**config.mk**
```make
export PLATFORM = sky130hd
export DESIGN_NAME = exc_sched
export DESIGN_NICKNAME = d
export VERILOG_FILES = /design/src/rtl/exc_sched_pkg.sv /design/src/rtl/exc_timer.sv /design/src/rtl/exc_sched.sv
export SDC_FILE = /design/constraint.sdc
export NUM_CORES = 1
export LEC_CHECK = 0
export ABC_CLOCK_PERIOD_IN_PS = 2500
export CAP_MARGIN = 20
export CORE_AREA = 3 3 145 133
export DETAILED_ROUTE_END_ITERATION = 7
export DIE_AREA = 0 0 148 136
export SKIP_LAST_GASP = 1
export SYNTH_ARGS = -nofsm -noshare
export SYNTH_HDL_FRONTEND = slang
export SYNTH_SLANG_ARGS = --single-unit
export TNS_END_PERCENT = 10
```
**constraint.sdc**
```tcl
create_clock -name clk -period 2.5 [get_ports clk]
set_input_delay 0.375 -clock clk [delete_from_list [all_inputs] [get_ports clk]]
set_output_delay 0.375 -clock clk [all_outputs]
set_load 0.1 [all_outputs]
```
**src/rtl/exc_sched_pkg.sv**
```systemverilog
// Shared encodings for the exception/interrupt scheduler.
// Holds cop0 op codes, STATUS bit indices, FSM and event-kind enums.
package exc_sched_pkg;

   localparam logic [3:0] COP_OP_NOP = 4'h0;
   localparam logic [3:0] COP_OP_RET = 4'h1;
   localparam logic [3:0] COP_OP_SYS = 4'h2;
   localparam logic [3:0] COP_OP_BRK = 4'h3;
   localparam logic [3:0] COP_OP_INT = 4'h4;

   localparam int ST_IE    = 0;
   localparam int ST_EXL   = 1;
   localparam int ST_ERL   = 2;
   localparam int ST_IM_LO = 10;
   localparam int ST_IM_HI = 15;

   typedef enum logic [1:0] {
      S_IDLE  = 2'd0,
      S_DRAIN = 2'd1,
      S_ISSUE = 2'd2,
      S_REDIR = 2'd3
   } state_t;

   typedef enum logic [1:0] {
      K_RET = 2'd0,
      K_SYS = 2'd1,
      K_BRK = 2'd2,
      K_INT = 2'd3
   } kind_t;

   function automatic logic [3:0] kind_op(input kind_t k);
      logic [3:0] op;
      op = COP_OP_NOP;
      unique case (k)
         K_RET: op = COP_OP_RET;
         K_SYS: op = COP_OP_SYS;
         K_BRK: op = COP_OP_BRK;
         K_INT: op = COP_OP_INT;
      endcase
      return op;
   endfunction

endpackage

```
**src/rtl/exc_timer.sv**
```systemverilog
// COUNT/COMPARE timer; raises a sticky match line when COUNT hits
// a non-zero COMPARE. A COMPARE write clears the line.
module exc_timer
   import exc_sched_pkg::*;
(
   input  logic        clk,
   input  logic        rst,
   input  logic        compare_wr,
   input  logic [31:0] compare_wdata,
   output logic [31:0] count,
   output logic        timer_irq
);

   logic [31:0] count_q, count_d;
   logic [31:0] cmp_q, cmp_d;
   logic        irq_q, irq_d;

   // next COUNT, COMPARE and match line
   always_comb begin
      count_d = count_q + 32'd1;
      cmp_d   = compare_wr ? compare_wdata : cmp_q;
      irq_d   = irq_q;
      if (compare_wr)
         irq_d = 1'b0;
      else if ((count_q == cmp_q) && (cmp_q != 32'd0))
         irq_d = 1'b1;
   end

   // timer state registers
   always_ff @(posedge clk or negedge rst) begin
      if (!rst) begin
         count_q <= 32'd0;
         cmp_q   <= 32'd0;
         irq_q   <= 1'b0;
      end else begin
         count_q <= count_d;
         cmp_q   <= cmp_d;
         irq_q   <= irq_d;
      end
   end

   assign count     = count_q;
   assign timer_irq = irq_q;

endmodule

```
**src/rtl/exc_sched.sv**
```systemverilog
// Exception/interrupt scheduler: arbitrate, drain, issue cop0 op, redirect.
// Optional COUNT/COMPARE timer enabled with macro TIMER_INT_EN.
module exc_sched
   import exc_sched_pkg::*;
#(
   parameter int TIMER_LINE = 5
) (
   input  logic        clk,
   input  logic        rst,
`ifdef TIMER_INT_EN
   input  logic        compare_wr,
   input  logic [31:0] compare_wdata,
   output logic [31:0] count,
`endif
   input  logic [5:0]  hard_int,
   input  logic        exc_req,
   input  logic        exc_is_brk,
   input  logic [31:0] exc_pc,
   input  logic        eret_req,
   input  logic        pipe_idle,
   input  logic [31:0] status,
   input  logic [31:0] cop_data,
   output logic [3:0]  cop_op,
   output logic [31:0] cop_next_pc,
   output logic [5:0]  cop_hard_int,
   output logic        exc_ack,
   output logic        stall,
   output logic        redirect_valid,
   output logic [31:0] redirect_pc,
   output logic        flush
);

   state_t      state_q, state_d;
   kind_t       kind_q, kind_d;
   logic [31:0] pc_q, pc_d;
   logic [5:0]  plat_q, plat_d;
   logic [5:0]  hint_q, hint_d;
   logic [3:0]  op_q, op_d;
   logic [31:0] npc_q, npc_d;
   logic [5:0]  chi_q, chi_d;
   logic        ack_q, ack_d;
   logic        stall_q, stall_d;
   logic        redir_q, redir_d;
   logic [31:0] rpc_q, rpc_d;

   logic        timer_irq;
   logic [5:0]  pend;
   logic        int_ok;
   logic        unused_status;

`ifdef TIMER_INT_EN
   exc_timer u_timer (
      .clk           (clk),
      .rst           (rst),
      .compare_wr    (compare_wr),
      .compare_wdata (compare_wdata),
      .count         (count),
      .timer_irq     (timer_irq)
   );
`else
   assign timer_irq = 1'b0;
`endif

   assign pend = hint_q | (6'(timer_irq) << TIMER_LINE);

   assign int_ok = status[ST_IE] & ~status[ST_EXL] & ~status[ST_ERL]
                 & (|(status[ST_IM_HI:ST_IM_LO] & pend));

   assign unused_status = ^{status[31:16], status[9:3]};

   // arbitration, sequencing and next-cycle output values
   always_comb begin
      state_d = state_q;
      kind_d  = kind_q;
      pc_d    = pc_q;
      plat_d  = plat_q;
      hint_d  = hard_int;
      op_d    = COP_OP_NOP;
      npc_d   = 32'd0;
      chi_d   = 6'd0;
      ack_d   = 1'b0;
      stall_d = 1'b0;
      redir_d = 1'b0;
      rpc_d   = 32'd0;
      unique case (state_q)
         S_IDLE: begin
            if (eret_req || exc_req || int_ok) begin
               state_d = S_DRAIN;
               stall_d = 1'b1;
               pc_d    = exc_pc;
               plat_d  = pend;
               if (eret_req)
                  kind_d = K_RET;
               else if (exc_req)
                  kind_d = exc_is_brk ? K_BRK : K_SYS;
               else
                  kind_d = K_INT;
            end
         end
         S_DRAIN: begin
            stall_d = 1'b1;
            if (pipe_idle) begin
               state_d = S_ISSUE;
               op_d    = kind_op(kind_q);
               npc_d   = pc_q;
               chi_d   = plat_q;
               ack_d   = (kind_q != K_INT);
            end
         end
         S_ISSUE: begin
            state_d = S_REDIR;
            stall_d = 1'b1;
            redir_d = 1'b1;
            rpc_d   = cop_data;
         end
         S_REDIR: begin
            state_d = S_IDLE;
         end
      endcase
   end

   // FSM state, latched event and registered outputs
   always_ff @(posedge clk or negedge rst) begin
      if (!rst) begin
         state_q <= S_IDLE;
         kind_q  <= K_RET;
         pc_q    <= 32'd0;
         plat_q  <= 6'd0;
         hint_q  <= 6'd0;
         op_q    <= COP_OP_NOP;
         npc_q   <= 32'd0;
         chi_q   <= 6'd0;
         ack_q   <= 1'b0;
         stall_q <= 1'b0;
         redir_q <= 1'b0;
         rpc_q   <= 32'd0;
      end else begin
         state_q <= state_d;
         kind_q  <= kind_d;
         pc_q    <= pc_d;
         plat_q  <= plat_d;
         hint_q  <= hint_d;
         op_q    <= op_d;
         npc_q   <= npc_d;
         chi_q   <= chi_d;
         ack_q   <= ack_d;
         stall_q <= stall_d;
         redir_q <= redir_d;
         rpc_q   <= rpc_d;
      end
   end

   assign cop_op         = op_q;
   assign cop_next_pc    = npc_q;
   assign cop_hard_int   = chi_q;
   assign exc_ack        = ack_q;
   assign stall          = stall_q;
   assign redirect_valid = redir_q;
   assign redirect_pc    = rpc_q;
   assign flush          = redir_q;

endmodule

```
---- Yosys cells after proc, flatten, opt, wreduce, memory -nomap -nowiden ----
Index checks and enable logic that the tools add are counted.
cells by class
  equality and inequality tests ........... 9
  muxes and demuxes ....................... 19
  bitwise operators ....................... 6
  reductions and logical operators ........ 8
operators by type and width
  operator                                       count
  2-to-1 mux 32 bit                              3
  case mux 4 bit (4 select lines)                1
  2-to-1 mux 6 bit                               2
  2-to-1 mux 2 bit                               5
  == test 2 bit, second input constant           4
  2-to-1 mux 4 bit                               2
  case mux 2 bit (4 select lines)                1
  bitwise AND 6 bit                              1
  inequality test 2 bit, second input constant   3
  OR reduction 6 bit                             1
  == test 2 x 1 -> 1 bit, second input constant  2
  zero test 2 bit                                2
  2-to-1 mux 1 bit                               4
  AND reduction 2 bit                            2
  bitwise AND 1 bit                              3
  logical OR 1 bit                               2
  NOT 1 bit                                      2
  case mux 1 bit (2 select lines)                1
  OR reduction 2 bit                             1
storage, ports and cells
  bits in registers ....................... 125
  output and inout bits ................... 78
  logic and storage cells ................. 54

---- Logic depth before layout (Yosys ltp) ----
  word-level depth ........................ 7
  mapped depth ............................ 6
  depth with buffers taken out ............ 6

---- Least setup slack after synthesis ----
No wires, ideal clock.
  path type ............................... input -> register
  start point ............................. input status[0]
  end point ............................... register pc_q[0]
  library setup time ...................... 0.125 ns
  arrival time ............................ 1.603 ns
  path slack .............................. 0.772 ns
  stages on the path ...................... 6
  cell sequence ........................... nor3b_1 or3_1 and3_1 buf_6 buf_12 mux2_4
on the way
  longest elaborated chain between the ends .. 5
RTL lines
  item                             RTL line          text
  start: declaration               exc_sched.sv:21   input logic [31:0] status,
  bitwise AND 1 bit (2 in series)  exc_sched.sv:66   assign int_ok = status[ST_IE] & ~status[ST_EXL] & ~status[ST_ERL]
  bitwise AND 1 bit                exc_sched.sv:67   & (|(status[ST_IM_HI:ST_IM_LO] & pend));
  logical OR 1 bit                 exc_sched.sv:87   if (eret_req || exc_req || int_ok) begin
  AND reduction 2 bit (no line)    --
  end signal: assignment           exc_sched.sv:140  pc_q <= pc_d;
  end: declaration                 exc_sched.sv:35   logic [31:0] pc_q, pc_d;
Every way passes these cells.
A chain may end at the register's enable or synchronous reset.

---- Final worst setup path ----
  start point ............................. input status[0]
  end point ............................... register pc_q[24]
The elaborated chain is that of the path after synthesis.

==> results_tabular.tex <==
\begin{tabular}{lr}
\hline
Metric & Value \\
\hline
\multicolumn{2}{l}{\textbf{Status}} \\
Outcome & completed \\
\multicolumn{2}{l}{\textbf{Place}} \\
Placed cell area & 0.00629 mm² \\
Dpl hpwl & 7370 µm \\
Final RePlAce weighted congestion & 0.719 \\
IO Port Bufs & 161 \\
\multicolumn{2}{l}{\textbf{GRT}} \\
Via count of the first global-routing pass & 3,278 \\
Global-route wire length before repair & 17,300 µm \\
Number of antenna violations at the first check in global routing & 1 \\
Largest net degree at the start of global routing & 125 \\
Final global-route overflow total & 0 \\
GRT Overall Usage & 11.2\% \\
\multicolumn{2}{l}{\textbf{Setup path}} \\
Worst reg2reg path endpoint & pc\_q[24] \\
Required time at the endpoint of the critical path & 2790 ps \\
Worst setup SP type & primary input \\
Largest fanout on the critical path & 15 \\
Capturing element of the worst setup path & pc\_q[24] \\
Arrival @ worst endpoint & 2300 ps \\
Launch point of the worst reg-to-reg path & state\_q[0] \\
Kind of end point of the critical path & flop \\
Reg-to-reg slack, setup & 600 ps \\
Depth of the worst register-to-register path & 5 \\
Type of the worst setup path & primary input to flop \\
Launch point of the worst path & status[0] \\
\multicolumn{2}{l}{\textbf{Floorplan}} \\
Overall die area & 0.0201 mm² \\
Floorplan row count & 46 \\
Die Span Y & 136 µm \\
Die Wd & 148 µm \\
Core area & 0.0177 mm² \\
I/O pin cnt & 186 \\
Effective utilization at floorplan & 25.9\% \\
\multicolumn{2}{l}{\textbf{Logic synthesis}} \\
Xor-xnor portion of the synthesized cell area & 0\% \\
Synth Area per Inst & 15.5 µm² \\
Compound-gate portion of the synthesized area & 1.93\% \\
Post-synthesis async set-or-reset flop share & 100\% \\
Mapped Area & 0.00460 mm² \\
Warnings from Yosys & 0 \\
Largest family of logic cells by synthesized area & multiplexers \\
Simple-gate share of the synthesized area & 11.9\% \\
Instance count of the mapped netlist & 297 \\
Number of enable-type register cells in the synthesized netlist & 0 \\
Fraction of the mapped netlist area in adder cells & 2.45\% \\
Synthesized net count & 414 \\
Prevailing post-synth register cell & sky130\_fd\_sc\_hd\_\_dfrtp\_1 \\
Flops \& latches, synth & 124 \\
Register area share after synthesis & 67.5\% \\
Distinct cells, synth & 34 \\
Mux share of post-synthesis cell area & 12.8\% \\
\multicolumn{2}{l}{\textbf{Clock network}} \\
Sinks on Clock Net & 124 \\
Cts hold-fix bufs & 0 \\
Post-cts sizing count & 0 \\
Clock transition time at the flip-flop clock pins of the worst setup and hold paths & 60 ps \\
Postcts setup bufs & 0 \\
Maximum count of clock buffers along a single path & 2 \\
Clock latency on the worst-skew pair & 420 ps \\
Clock tree from TritonCTS & yes \\
Inserted Clock Buffers & 17 \\
Depth of the CTS H-tree & 4 \\
Clk Tree Root Cell & sky130\_fd\_sc\_hd\_\_clkbuf\_16 \\
\multicolumn{2}{l}{\textbf{Timing}} \\
Min Tclk post-route & 2010 ps \\
Unrepaired setup endpoints after global routing & false \\
Period Utilization, post-route & 80.5\% \\
Worst hold margin & 67.6 ps \\
Max-slew violation total from the final report & 0 \\
Setup\_tns & 0 ps \\
Final number of hold-violating endpoints & 0 \\
Final setup skew & 13.8 ps \\
Maximum clock frequency & 497 MHz \\
Final setup violation count & 0 \\
Pin slew with the least headroom to its limit & 645 ps \\
Worst slew slack as a fraction of its limit & 57.0\% \\
\multicolumn{2}{l}{\textbf{Cells and area}} \\
Post-route cell area & 0.00692 mm² \\
Area overhead of the layout relative to synthesis & 50.4\% \\
Antenna cell count & 0 \\
Number of nets in the final layout & 587 \\
Fraction of layout cells with a size suffix above 1 & 33.5\% \\
Utilization after layout & 39.0\% \\
\multicolumn{2}{l}{\textbf{Route}} \\
Number of search-and-repair iterations in the first detailed-routing pass & 4 \\
Per-cell routed wire length & 15.0 µm \\
Detailed-route vias per instance & 4.12 \\
Count of nets left with antenna violations after detail routing & 0 \\
Post-detailed-route DRC marker count & 0 \\
Via count & 2,977 \\
Drt initial violations & 70 \\
Detailed Route WL & 10,800 µm \\
\multicolumn{2}{l}{\textbf{Pwr}} \\
Worst VDD drop & 0.847 mV \\
Leakage dissipation & 0.00346 µW \\
Total power divided by cell area & 1400 mW/mm² \\
\multicolumn{2}{l}{\textbf{Min path}} \\
Hold crit path type & primary input to async pin \\
\multicolumn{2}{l}{\textbf{Flow run}} \\
Count of max-cap constraint violations & 0 \\
\hline
\end{tabular}
==> sequential cells by signal (all words and copies together), names as in the netlist, 2 cells and up <==
register	count
cop_next_pc	32
hint_q	6
kind_q	2
cop_op	3
pc_q	32
redirect_pc	32
plat_q	6
cop_hard_int	6
state_q	2
==> cells by family after synthesis <==
| group | count (synthesis) |
|---|---|
| DFF | 124 |
| and+or+nand+nor | 90 |
| muxes | 40 |
| buffers and inverters | 22 |
| AOI/OAI and AO/OA | 11 |
| adders and majority gates | 9 |
| other | 1 |
==> routing by layer <==
metal | vias up | part of all wire [%] | wire length [µm] | GRT usage (%)
li1 | 1347 | - | - | -
met1 | 1493 | 42 | 4540 | 12.9
met2 | 116 | 48 | 5160 | 17.6
met3 | 19 | 8.2 | 893 | 5.60
met4 | 2 | 2.1 | 228 | 4.87
met5 | - | 0.12 | 13 | 0
==> worst min path at each step <==
stage / start / endpoint / slack [ps] / cells after the start
detailed placement: pc_q[6] / pc_q[6] / 490 / 1
global placement: pc_q[24] / pc_q[24] / 490 / 1
global route: rst / cop_next_pc[6] / 120 / 2
finish: rst / cop_next_pc[7] / 70 / 2
CTS: rst / pc_q[6] / 80 / 2
floorplan: rst / cop_hard_int[0] / 80 / 0
==> layout make-up <==
cell class,count,area (µm²)
multi-input cells,151,1340
clock inverters,14,183
well taps,240,300
inverters,4,15.0
clock buffers,18,439
repair buffers,172,1540
flip-flops and latches,124,3100
fillers,1708,10800
==> metrics by stage <==
step	setup WS (ps)	std cells	total power [µW]
floorplan	772	297	6210
global placement	40.8	691	7090
detailed placement	1.04	691	7160
CTS	453	723	9800
global route	399	723	10100
finish	488	723	9660
==> synthesized netlist by cell type, drive strengths merged, types with 2 or more instances <==
cell | number | area share, %
mux2 | 39 | 13
buf | 7 | 2.2
nor2b | 2 | 0.27
nand2 | 3 | 0.24
and3 | 41 | 5.6
inv | 4 | 0.33
clkbuf | 11 | 0.90
nor2 | 5 | 0.41
ha | 9 | 2.4
dfrtp | 124 | 67
nor3b | 2 | 0.33
and2 | 32 | 4.4
==> critical path, stage by stage <==
cell,delay [ps]
sky130_fd_sc_hd__clkdlybuf4s50_1,440
sky130_fd_sc_hd__nor3b_1,310
sky130_fd_sc_hd__buf_4,180
sky130_fd_sc_hd__or3_1,110
sky130_fd_sc_hd__and3_2,340
sky130_fd_sc_hd__buf_12,220
sky130_fd_sc_hd__mux2_4,310
==> cell usage in the layout, fill, tap and decap left out, types with 2 or more instances in the layout <==
cell type / Yosys / routed
sky130_fd_sc_hd__dfrtp_1: 124 / 124
sky130_fd_sc_hd__clkinv_4: 0 / 3
sky130_fd_sc_hd__nor2b_1: 2 / 2
sky130_fd_sc_hd__ha_1: 9 / 9
sky130_fd_sc_hd__clkinvlp_4: 0 / 2
sky130_fd_sc_hd__and2_1: 32 / 32
sky130_fd_sc_hd__inv_6: 0 / 4
sky130_fd_sc_hd__mux2_2: 2 / 2
sky130_fd_sc_hd__buf_12: 3 / 3
sky130_fd_sc_hd__inv_1: 4 / 4
sky130_fd_sc_hd__nor3b_1: 2 / 2
sky130_fd_sc_hd__nand2_1: 3 / 3
sky130_fd_sc_hd__clkbuf_16: 0 / 17
sky130_fd_sc_hd__nor2_1: 5 / 5
sky130_fd_sc_hd__and3_1: 41 / 40
sky130_fd_sc_hd__clkdlybuf4s50_1: 0 / 83
sky130_fd_sc_hd__bufinv_16: 0 / 3
sky130_fd_sc_hd__mux2_4: 37 / 37
sky130_fd_sc_hd__buf_4: 2 / 86
==> where the power goes <==
group / internal [µW] / switching, µW
Sequential: 2630 / 284
Clock: 1620 / 954
Combinational: 1350 / 2830
Total: 5590 / 4070
(Power assumes the default switching activity.)
